===== config.mk =====
export PLATFORM = sky130hd
export DESIGN_NAME = mul_arbiter_flat
export DESIGN_NICKNAME = d
export VERILOG_FILES = /design/src/rtl/mul_arbiter_if.sv /design/src/rtl/mul_arbiter.sv /design/src/flat_wrapper.sv
export SDC_FILE = /design/constraint.sdc
export NUM_CORES = 1
export LEC_CHECK = 0
export ABC_CLOCK_PERIOD_IN_PS = 3500
export BUFFER_PORTS_ARGS = -buffer_cell sky130_fd_sc_hd__buf_2
export CORE_AREA = 5 5 412 414
export DETAILED_ROUTE_END_ITERATION = 7
export DIE_AREA = 0 0 417 419
export PLACE_DENSITY_LB_ADDON = 0.25
export SKIP_LAST_GASP = 1
export SLEW_MARGIN = 20
export SYNTH_ARGS = -nofsm -noshare
export SYNTH_HDL_FRONTEND = slang
export SYNTH_SLANG_ARGS = --single-unit

===== constraint.sdc =====
create_clock -name clk_i -period 3.5 [get_ports clk_i]
set_input_delay 0.35 -clock clk_i [delete_from_list [all_inputs] [get_ports clk_i]]
set_output_delay 0.35 -clock clk_i [all_outputs]
set_load 0.01 [all_outputs]

===== src/rtl/mul_arbiter_if.sv =====
// Bus bundle between the requester cores, the shared multiplier and mul_arbiter.
// slave: the arbiter's view. master: the requesters' and multiplier's view.
interface mul_arbiter_if #(
  parameter int unsigned NUM_REQ     = 4,
  parameter int unsigned DATA_LENGTH = 64
);
  localparam int unsigned ID_W = $clog2(NUM_REQ);

  // Control
  logic                             enable;
  logic                             busy;
  // Requester side
  logic [NUM_REQ-1:0]               req_valid;
  logic [NUM_REQ-1:0]               req_ready;
  logic [NUM_REQ*DATA_LENGTH-1:0]   req_a;
  logic [NUM_REQ*DATA_LENGTH-1:0]   req_b;
  logic [NUM_REQ-1:0]               resp_valid;
  logic [ID_W-1:0]                  resp_id;
  logic [2*DATA_LENGTH-1:0]         resp_data;
  // Multiplier side
  logic [DATA_LENGTH-1:0]           mul_a;
  logic [DATA_LENGTH-1:0]           mul_b;
  logic                             mul_start;
  logic [2*DATA_LENGTH-1:0]         mul_res;

  modport slave (
    input  enable, req_valid, req_a, req_b, mul_res,
    output busy, req_ready, resp_valid, resp_id, resp_data, mul_a, mul_b, mul_start
  );

  modport master (
    output enable, req_valid, req_a, req_b, mul_res,
    input  busy, req_ready, resp_valid, resp_id, resp_data, mul_a, mul_b, mul_start
  );
endinterface


===== src/rtl/mul_arbiter.sv =====
// Round-robin arbiter sharing one fully pipelined multiplier among NUM_REQ requesters.
// A tag pipeline of MUL_LATENCY+1 {valid, id} stages routes each product back to its owner;
// accept-to-response latency is MUL_LATENCY+2 cycles.
// Optional statistics counters are built when MUL_ARB_STATS_EN is defined; otherwise the
// statistics ports are tied to zero.
module mul_arbiter #(
  parameter int unsigned NUM_REQ     = 4,
  parameter int unsigned DATA_LENGTH = 64,
  parameter int unsigned MUL_LATENCY = 18
) (
  input  logic                   clk_i,
  input  logic                   rst_ni,
  mul_arbiter_if.slave           bus,
  output logic [NUM_REQ*32-1:0]  issue_cnt_o,
  output logic [31:0]            conflict_cnt_o
);

  localparam int unsigned ID_W  = $clog2(NUM_REQ);
  localparam int unsigned CNT_W = $clog2(MUL_LATENCY + 3);
  localparam int unsigned LAST  = MUL_LATENCY;

  logic [ID_W-1:0]          rr_ptr_q, rr_ptr_d;
  logic [NUM_REQ-1:0]       grant;
  logic [ID_W-1:0]          grant_idx;
  logic [ID_W-1:0]          scan_idx;
  logic                     accept;
  logic [DATA_LENGTH-1:0]   sel_a, sel_b;

  logic [DATA_LENGTH-1:0]   mul_a_q, mul_b_q;
  logic                     mul_start_q;

  logic                     tag_vld_q [MUL_LATENCY+1];
  logic [ID_W-1:0]          tag_id_q  [MUL_LATENCY+1];

  logic [NUM_REQ-1:0]       resp_valid_q;
  logic [ID_W-1:0]          resp_id_q;
  logic [2*DATA_LENGTH-1:0] resp_data_q;

  logic [CNT_W-1:0]         inflight_q, inflight_d;
  logic                     busy_q;

  // Round-robin search starting at rr_ptr; first valid requester wins.
  always_comb begin
    grant     = '0;
    grant_idx = '0;
    accept    = 1'b0;
    scan_idx  = '0;
    if (bus.enable) begin
      for (int unsigned i = 0; i < NUM_REQ; i++) begin
        scan_idx = ID_W'((32'(rr_ptr_q) + i) % NUM_REQ);
        if (!accept && bus.req_valid[scan_idx]) begin
          accept          = 1'b1;
          grant[scan_idx] = 1'b1;
          grant_idx       = scan_idx;
        end
      end
    end
  end

  assign bus.req_ready = grant;
  assign sel_a = bus.req_a[32'(grant_idx)*DATA_LENGTH +: DATA_LENGTH];
  assign sel_b = bus.req_b[32'(grant_idx)*DATA_LENGTH +: DATA_LENGTH];

  // Pointer moves just past the winner; unchanged when nothing is accepted.
  always_comb begin
    rr_ptr_d = rr_ptr_q;
    if (accept) begin
      rr_ptr_d = (32'(grant_idx) == NUM_REQ - 1) ? '0 : grant_idx + ID_W'(1);
    end
  end

  // In-flight count: +1 per accept, -1 per delivered response.
  always_comb begin
    inflight_d = inflight_q;
    if (accept && !(|resp_valid_q)) begin
      inflight_d = inflight_q + CNT_W'(1);
    end else if (!accept && (|resp_valid_q)) begin
      inflight_d = inflight_q - CNT_W'(1);
    end
  end

  // Arbiter state, issue registers and busy flag.
  always_ff @(posedge clk_i or negedge rst_ni) begin
    if (!rst_ni) begin
      rr_ptr_q    <= '0;
      mul_a_q     <= '0;
      mul_b_q     <= '0;
      mul_start_q <= 1'b0;
      inflight_q  <= '0;
      busy_q      <= 1'b0;
    end else begin
      rr_ptr_q    <= rr_ptr_d;
      mul_start_q <= accept;
      if (accept) begin
        mul_a_q <= sel_a;
        mul_b_q <= sel_b;
      end
      inflight_q  <= inflight_d;
      busy_q      <= (inflight_d != '0);
    end
  end

  // Tag pipeline shifts every cycle, independent of enable, so drain completes.
  always_ff @(posedge clk_i or negedge rst_ni) begin
    if (!rst_ni) begin
      for (int unsigned i = 0; i <= LAST; i++) begin
        tag_vld_q[i] <= 1'b0;
        tag_id_q[i]  <= '0;
      end
    end else begin
      tag_vld_q[0] <= accept;
      tag_id_q[0]  <= grant_idx;
      for (int unsigned i = 1; i <= LAST; i++) begin
        tag_vld_q[i] <= tag_vld_q[i-1];
        tag_id_q[i]  <= tag_id_q[i-1];
      end
    end
  end

  // Capture the product when the matching tag reaches the end; id/data hold otherwise.
  always_ff @(posedge clk_i or negedge rst_ni) begin
    if (!rst_ni) begin
      resp_valid_q <= '0;
      resp_id_q    <= '0;
      resp_data_q  <= '0;
    end else begin
      resp_valid_q <= '0;
      if (tag_vld_q[LAST]) begin
        resp_valid_q <= NUM_REQ'(1) << tag_id_q[LAST];
        resp_id_q    <= tag_id_q[LAST];
        resp_data_q  <= bus.mul_res;
      end
    end
  end

  assign bus.mul_a      = mul_a_q;
  assign bus.mul_b      = mul_b_q;
  assign bus.mul_start  = mul_start_q;
  assign bus.resp_valid = resp_valid_q;
  assign bus.resp_id    = resp_id_q;
  assign bus.resp_data  = resp_data_q;
  assign bus.busy       = busy_q;

`ifdef MUL_ARB_STATS_EN
  logic [NUM_REQ-1:0][31:0] issue_cnt_q;
  logic [31:0]              conflict_cnt_q;
  logic                     multi_valid;

  // More than one bit set: clearing the lowest set bit leaves something.
  assign multi_valid = |(bus.req_valid & (bus.req_valid - NUM_REQ'(1)));

  // Saturating per-requester issue counters and conflict counter.
  always_ff @(posedge clk_i or negedge rst_ni) begin
    if (!rst_ni) begin
      issue_cnt_q    <= '0;
      conflict_cnt_q <= '0;
    end else begin
      for (int unsigned k = 0; k < NUM_REQ; k++) begin
        if (grant[k] && (issue_cnt_q[k] != '1)) begin
          issue_cnt_q[k] <= issue_cnt_q[k] + 32'd1;
        end
      end
      if (bus.enable && multi_valid && (conflict_cnt_q != '1)) begin
        conflict_cnt_q <= conflict_cnt_q + 32'd1;
      end
    end
  end

  assign issue_cnt_o    = issue_cnt_q;
  assign conflict_cnt_o = conflict_cnt_q;
`else
  assign issue_cnt_o    = '0;
  assign conflict_cnt_o = '0;
`endif

endmodule


===== src/flat_wrapper.sv =====
// flat-port wrapper written by rule: the top's interface ports become plain ports
module mul_arbiter_flat 
#(
  parameter int unsigned NUM_REQ     = 4,
  parameter int unsigned DATA_LENGTH = 64,
  parameter int unsigned MUL_LATENCY = 18
)
  (clk_i, rst_ni, issue_cnt_o, conflict_cnt_o, bus_enable, bus_req_valid, bus_req_a, bus_req_b, bus_mul_res, bus_busy, bus_req_ready, bus_resp_valid, bus_resp_id, bus_resp_data, bus_mul_a, bus_mul_b, bus_mul_start);
  mul_arbiter_if #(.NUM_REQ(NUM_REQ), .DATA_LENGTH(DATA_LENGTH)) bus_i ();
  input  logic clk_i;
  input  logic rst_ni;
  output logic [NUM_REQ*32-1:0] issue_cnt_o;
  output logic [31:0] conflict_cnt_o;
  input wire logic [$bits(bus_i.enable)-1:0] bus_enable;
  input wire logic [$bits(bus_i.req_valid)-1:0] bus_req_valid;
  input wire logic [$bits(bus_i.req_a)-1:0] bus_req_a;
  input wire logic [$bits(bus_i.req_b)-1:0] bus_req_b;
  input wire logic [$bits(bus_i.mul_res)-1:0] bus_mul_res;
  output wire logic [$bits(bus_i.busy)-1:0] bus_busy;
  output wire logic [$bits(bus_i.req_ready)-1:0] bus_req_ready;
  output wire logic [$bits(bus_i.resp_valid)-1:0] bus_resp_valid;
  output wire logic [$bits(bus_i.resp_id)-1:0] bus_resp_id;
  output wire logic [$bits(bus_i.resp_data)-1:0] bus_resp_data;
  output wire logic [$bits(bus_i.mul_a)-1:0] bus_mul_a;
  output wire logic [$bits(bus_i.mul_b)-1:0] bus_mul_b;
  output wire logic [$bits(bus_i.mul_start)-1:0] bus_mul_start;
  assign bus_i.enable = bus_enable;
  assign bus_i.req_valid = bus_req_valid;
  assign bus_i.req_a = bus_req_a;
  assign bus_i.req_b = bus_req_b;
  assign bus_i.mul_res = bus_mul_res;
  assign bus_busy = bus_i.busy;
  assign bus_req_ready = bus_i.req_ready;
  assign bus_resp_valid = bus_i.resp_valid;
  assign bus_resp_id = bus_i.resp_id;
  assign bus_resp_data = bus_i.resp_data;
  assign bus_mul_a = bus_i.mul_a;
  assign bus_mul_b = bus_i.mul_b;
  assign bus_mul_start = bus_i.mul_start;
  mul_arbiter #(.NUM_REQ(NUM_REQ), .DATA_LENGTH(DATA_LENGTH), .MUL_LATENCY(MUL_LATENCY)) u_core (.clk_i(clk_i), .rst_ni(rst_ni), .bus(bus_i), .issue_cnt_o(issue_cnt_o), .conflict_cnt_o(conflict_cnt_o));
endmodule

* After elaboration in Yosys (flattened, before gate mapping)
Cells that the tools add are included.
Storage, ports and cells: register bits 327, input bits 647, output and inout bits 428, logic and storage cells 124
Cells by class: add/sub/neg operators 6, order comparisons 8, eq/ne operators 1, shift-type cells 3, multiplexer cells 41, bitwise operators 3, reductions and logical operators 16
Operators with widths (count):
- indexed part select 256 x 9 -> 64 bit | 2
- two-way mux 4 bit | 9
- two-way mux 1 bit | 16
- less-than comparator 2 x 3 -> 1 bit (second input constant) | 4
- two-way mux 2 bit | 6
- OR 4 bit | 3
- two-way mux 5 bit | 2
- logical AND 1 bit | 9
- binary-select mux 1 bit (select 2 bit) | 4
- demux 1 bit (select 2 bit) | 4
- greater-or-equal comparator 2 x 1 -> 1 bit (second input constant) | 4
- adder 5 x 1 -> 5 bit (second input constant) | 1
- zero test 1 bit | 5
- nonzero test 5 bit | 1
- subtractor 5 x 1 -> 5 bit (second input constant) | 1
- adder 2 x 1 -> 2 bit (second input constant) | 2
- adder 2 bit (second input constant) | 2
- OR reduction 4 bit | 1
- left shift 1 x 2 -> 4 bit (first input constant) | 1
- equality test 2 bit (second input constant) | 1

* Logic depth before layout (Yosys ltp)
depth in word-level cells 21, depth in mapped cells 15, depth with buffers taken out 10

* Worst setup path after synthesis
Ideal clock, no wire load.
path type reg2reg, from register u_core.rr_ptr_q[0], to register u_core.rr_ptr_q[1], setup time 0.129 ns, data arrival time 3.200 ns, required time 3.371 ns, path slack 0.171 ns, cell stages (with the launch flop) 16, buffers on the path 5, clock period less this slack 3.329 ns, path through dfrtp_1 -> buf_2 -> buf_1 -> inv_1 -> ha_1 -> clkbuf_1 -> mux2_2 -> a32oi_1 -> o221ai_1 -> nand2_1 -> buf_4 -> buf_6 -> inv_2 -> ha_1 -> nand2_1 -> o21ai_0
On the way: longest elaborated chain between the ends 18, elaborated cells between the ends (all ways) 33, those cells by class add/sub (4); eq/ne (1); mux (22); reduce/logical (6)
RTL lines:
- start: declaration | line mul_arbiter.sv:22 | logic [ID_W-1:0] rr_ptr_q, rr_ptr_d;
- start signal: assignment | line mul_arbiter.sv:92 | rr_ptr_q <= rr_ptr_d;
- binary-select mux 1 bit (select 2 bit) | line mul_arbiter.sv:51 | if (!accept && bus.req_valid[scan_idx]) begin
- two-way mux 1 bit (implied by the code) | line mul_arbiter.sv:51
- two-way mux 1 bit | line mul_arbiter.sv:51
- two-way mux 1 bit | line mul_arbiter.sv:48 | if (bus.enable) begin
- zero test 1 bit | line mul_arbiter.sv:51
- logical AND 1 bit | line mul_arbiter.sv:51
- two-way mux 1 bit | line mul_arbiter.sv:51
- two-way mux 1 bit | line mul_arbiter.sv:48
- [3 not listed]
- two-way mux 1 bit | line mul_arbiter.sv:48
- zero test 1 bit | line mul_arbiter.sv:51
- logical AND 1 bit | line mul_arbiter.sv:51
- two-way mux 2 bit (*) | line mul_arbiter.sv:51
- two-way mux 2 bit (*) | line mul_arbiter.sv:48
- net u_core.grant_idx[1] | line mul_arbiter.sv:24 | logic [ID_W-1:0] grant_idx;
- adder 2 x 1 -> 2 bit or equality test 2 bit (tied branches) | line mul_arbiter.sv:68 | rr_ptr_d = (32'(grant_idx) == NUM_REQ - 1) ? '0 : grant_idx + ID_W'(1);
- two-way mux 2 bit (*) | line mul_arbiter.sv:68
Mark *: on every way through the listed nets, which the timed path passes. The rest lies on a longest branch. The select of a mux whose other input is x is not followed. A chain may end at the register's enable or synchronous reset.

* Worst setup path in the final report
from register u_core.rr_ptr_q[0], to register u_core.mul_a_q[20] (netlist: u_core.bus.mul_a[20])
On the way: longest elaborated chain between the ends 17, elaborated cells between the ends (all ways) 31, those cells by class add/sub (3); shift (1); mux (21); reduce/logical (6)
RTL lines:
- binary-select mux 1 bit (select 2 bit) | line mul_arbiter.sv:51
- two-way mux 1 bit (implied by the code) | line mul_arbiter.sv:51
- two-way mux 1 bit | line mul_arbiter.sv:51
- two-way mux 1 bit | line mul_arbiter.sv:48
- zero test 1 bit | line mul_arbiter.sv:51
- logical AND 1 bit | line mul_arbiter.sv:51
- two-way mux 1 bit | line mul_arbiter.sv:51
- two-way mux 1 bit | line mul_arbiter.sv:48
- zero test 1 bit | line mul_arbiter.sv:51
- logical AND 1 bit | line mul_arbiter.sv:51
- two-way mux 1 bit | line mul_arbiter.sv:51
- two-way mux 1 bit | line mul_arbiter.sv:48
- zero test 1 bit | line mul_arbiter.sv:51
- logical AND 1 bit | line mul_arbiter.sv:51
- two-way mux 2 bit | line mul_arbiter.sv:51
- two-way mux 2 bit | line mul_arbiter.sv:48
- indexed part select 256 x 9 -> 64 bit | line mul_arbiter.sv:61 | assign sel_a = bus.req_a[32'(grant_idx)*DATA_LENGTH +: DATA_LENGTH];
- end signal: assignment | line mul_arbiter.sv:95 | mul_a_q <= sel_a;
- end: declaration | line mul_arbiter.sv:29 | logic [DATA_LENGTH-1:0] mul_a_q, mul_b_q;
Parallel ways exist; a longest one is shown, timed or not. The select of a mux whose other input is x is not followed.

==> impl_metrics.tcl <==
set metrics [dict create \
    p_per_area_nw_per_um2 643.7 \
    synth_warnings 0 \
    clock_skew_ns 0.03530 \
    required_ns 3.99 \
    endpoint_kind "flip-flop" \
    die_h_um 419 \
    rsz0062_at_grt "true" \
    hold_violations 0 \
    hpwl_um 62960 \
    max-slew-margin-rel_pct 43.84 \
    cts_made_buffers 46 \
    antenna_found_initial 23 \
    grt_overflow_total 0 \
    slew_viol_final 0 \
    setup_viol 0 \
    path_max_fanout 73 \
    port_buffers 914 \
    worstSetupPathType "reg -> reg" \
    vias_per_cell 3.126 \
    first_pass_iters 4 \
    post_dp_cell_area_um2 23160 \
    tightestPinTransition_ns 0.8424 \
    maxCapViolCount 0 \
    grt_max_degree 93 \
    initial_core_util_pct 9.909 \
    grt_pass1_wl_um 109200 \
    drc 0 \
    final_antenna_net_count 0 \
    drt-total-wl_um 79070 \
    p_leak_nw 13.68 \
    hold_path_depth 3 \
    startpoint "u_core.rr_ptr_q[0]" \
    syn_inst 1328 \
    die_area_um2 174700 \
    cts_htree_levels 2 \
    ir_drop_mv 0.3189 \
    setup_tns_ns 0 \
    post-route-period-util_pct 95.48 \
    reg2reg_setup_slack_ns 0.16 \
    synth_top_flop_cell "dfrtp_1" \
    post_cts_buffers 0 \
    clock_path_buffers 3 \
    clk_latency_ns 0.62 \
    rr_worst_depth 10 \
    routedWlPerCell_um 16.82 \
    die_w_um 417 \
    ys_types 50 \
    drt-initial-drc-count 625 \
    critical_path_arrival_ns 3.83 \
    tritoncts "built" \
    async_flop_share_pct 100.0 \
    rows 150 \
    grt_pass1_vias 15480 \
    cts.sinks 327 \
    core-area_um2 165900 \
    synth_area_um2 16440 \
    hp-class "in -> reg" \
    root_buffer "clkbuf_16" \
    r2r-end "u_core.bus.mul_a[20]" \
    drive_gt1_share_pct 47.91 \
    synth_enable_flop_cells 0 \
    layout.nets 3112 \
    area_growth_pct 62.74 \
    finalWeightedCongestion 0.8336 \
    min_period_ns 3.342 \
    fin_area_um2 26750 \
    pin_count 1075 \
    clk_pin_slew_worst_paths_ns 0.06 \
    synth-seq-cells 327 \
    track_usage_pct 8.359 \
    timing.fmax_ghz 0.2992 \
    crit_end "u_core.bus.mul_a[20]" \
    synth.avg_cell_area_um2 12.38 \
    yosysSeqAreaShare_pct 49.78 \
    vias 14690 \
    status "complete, no violations" \
    start_kind "flip-flop" \
    rr_startpoint "u_core.rr_ptr_q[0]" \
]
==> synthesized netlist by cell type (2+ instances only) <==
cell type	number	area, um2
o21ai_0	5	25.02
inv_2	3	11.26
mux2i_1	257	2572
buf_6	26	292.8
nor4b_1	3	26.28
xnor2_1	5	43.79
clkbuf_1	31	116.4
a221oi_1	4	35.03
buf_2	19	95.09
a22oi_1	4	30.03
ha_1	11	137.6
or3_1	2	12.51
mux2_2	131	1475
nor2_1	15	56.30
mux4_2	3	67.56
inv_1	7	26.28
dfrtp_1	327	8183
nor4_1	2	12.51
a211oi_1	2	15.01
a21oi_1	3	15.01
buf_4	174	1306
o221ai_1	129	1130
nand2_1	137	514.2
nand2b_1	2	12.51
==> per-layer routing <==
metal / part of all wire [%] / global-route usage (%) / routed length (um)
met5: 0.19 / 0 / 152
met4: 2.2 / 1.910 / 1710
met1: 41 / 10.46 / 32410
met2: 48 / 13.75 / 38300
met3: 8.2 / 3.006 / 6501
==> worst min-delay path by stage <==
stage,startpoint,endpoint,slack (ns)
3_5_place_dp,u_core.tag_id_q[16],u_core.tag_id_q[14],0.33
4_1_cts,bus_req_b[254],u_core.bus.mul_b[62],0.000004
2_1_floorplan,rst_ni,u_core.bus.busy,0.05
5_1_grt,bus_req_a[67],u_core.bus.mul_a[3],0.02
3_3_place_gp,u_core.tag_id_q[34],u_core.tag_id_q[32],0.33
6_report,bus_req_b[213],u_core.bus.mul_b[21],0.06
==> metrics by stage <==
stage          hold slack [ns]  std cells  setup slack (ns)  utilization [%]  power (W)
2_1_floorplan          0.05441       1487            0.1708                -   0.009492
3_3_place_gp            0.3315       4408            0.2737            13.96    0.01237
3_5_place_dp            0.3347       4408            0.2435            13.96    0.01235
4_1_cts            0.000004274       4694            0.1064            16.10    0.01761
5_1_grt                0.01957       4696          -0.06861            16.12    0.01831
6_report               0.06420       4701            0.1583            16.13    0.01722
==> state kept, by name, indices dropped and copies added (netlist names), 2 cells and up <==
register	cells
u_core.bus.resp_valid	4
u_core.tag_vld_q	18
u_core.bus.resp_id	2
u_core.rr_ptr_q	2
u_core.bus.mul_a	64
u_core.bus.resp_data	128
u_core.tag_id_q	38
u_core.inflight_q	5
u_core.bus.mul_b	64
==> worst max-delay path: stages (launching register included) <==
cell and delay, ns:
dfrtp_1 0.34, inv_1 0.12, ha_1 0.39, mux2_2 0.36, a32oi_1 0.21, o221ai_1 0.22
nand2_4 0.16, buf_16 0.36, mux2i_1 0.26, o221ai_1 0.13, dlygate4sd3_1 0.58
==> layout by cell type, fill, tap and decap left out, types with 11 or more instances in the layout <==
master / netlist / layout
conb_1: 1 / 160
nand2_1: 137 / 136
clkbuf_8: 0 / 11
clkbuf_16: 0 / 46
ha_1: 11 / 11
clkinv_2: 0 / 13
o221ai_1: 129 / 129
dlygate4sd3_1: 0 / 202
mux2i_1: 257 / 256
nor2_1: 15 / 15
buf_4: 174 / 39
buf_2: 19 / 913
mux2_2: 131 / 131
buf_12: 0 / 12
dfrtp_1: 327 / 326
==> layout make-up <==
type                       count  area, um2
multi-input combinational    898       7024
antenna                        7      17.52
inverter                      10      37.54
clock buffer                  63       1325
sequential                   327       8187
tap                         2204       2758
fill                       18740     139200
timing repair buffer        1171       7201
clock inverter                21      203.9
==> logic make-up after synthesis <==
| logic type | Yosys count | share of synthesized area, % |
|---|---|---|
| simple gates | 172 | 4.369 |
| mux | 392 | 25.10 |
| other cells | 1 | 0.02281 |
| buf+inv | 262 | 11.29 |
| fa+ha+maj | 11 | 0.8372 |
| xor+xnor | 5 | 0.2664 |
| compound gates | 158 | 8.334 |
| flops | 327 | 49.78 |
==> where the power goes <==
group	internal [W]	switching, W	total (W)
clock	0.00274	0.00199	0.00473
sequential	0.00495	0.000717	0.00567
combinational	0.00303	0.00379	0.00682
total	0.0107	0.00650	0.0172
==> repair_timing <==
action,in CTS,in global routing
resized for setup,0,6
hold buffers,202,0
setup endpoints to repair,0,22
endpoints found under the hold margin,245,0
No activity file was read; power rests on OpenSTA's default activity.
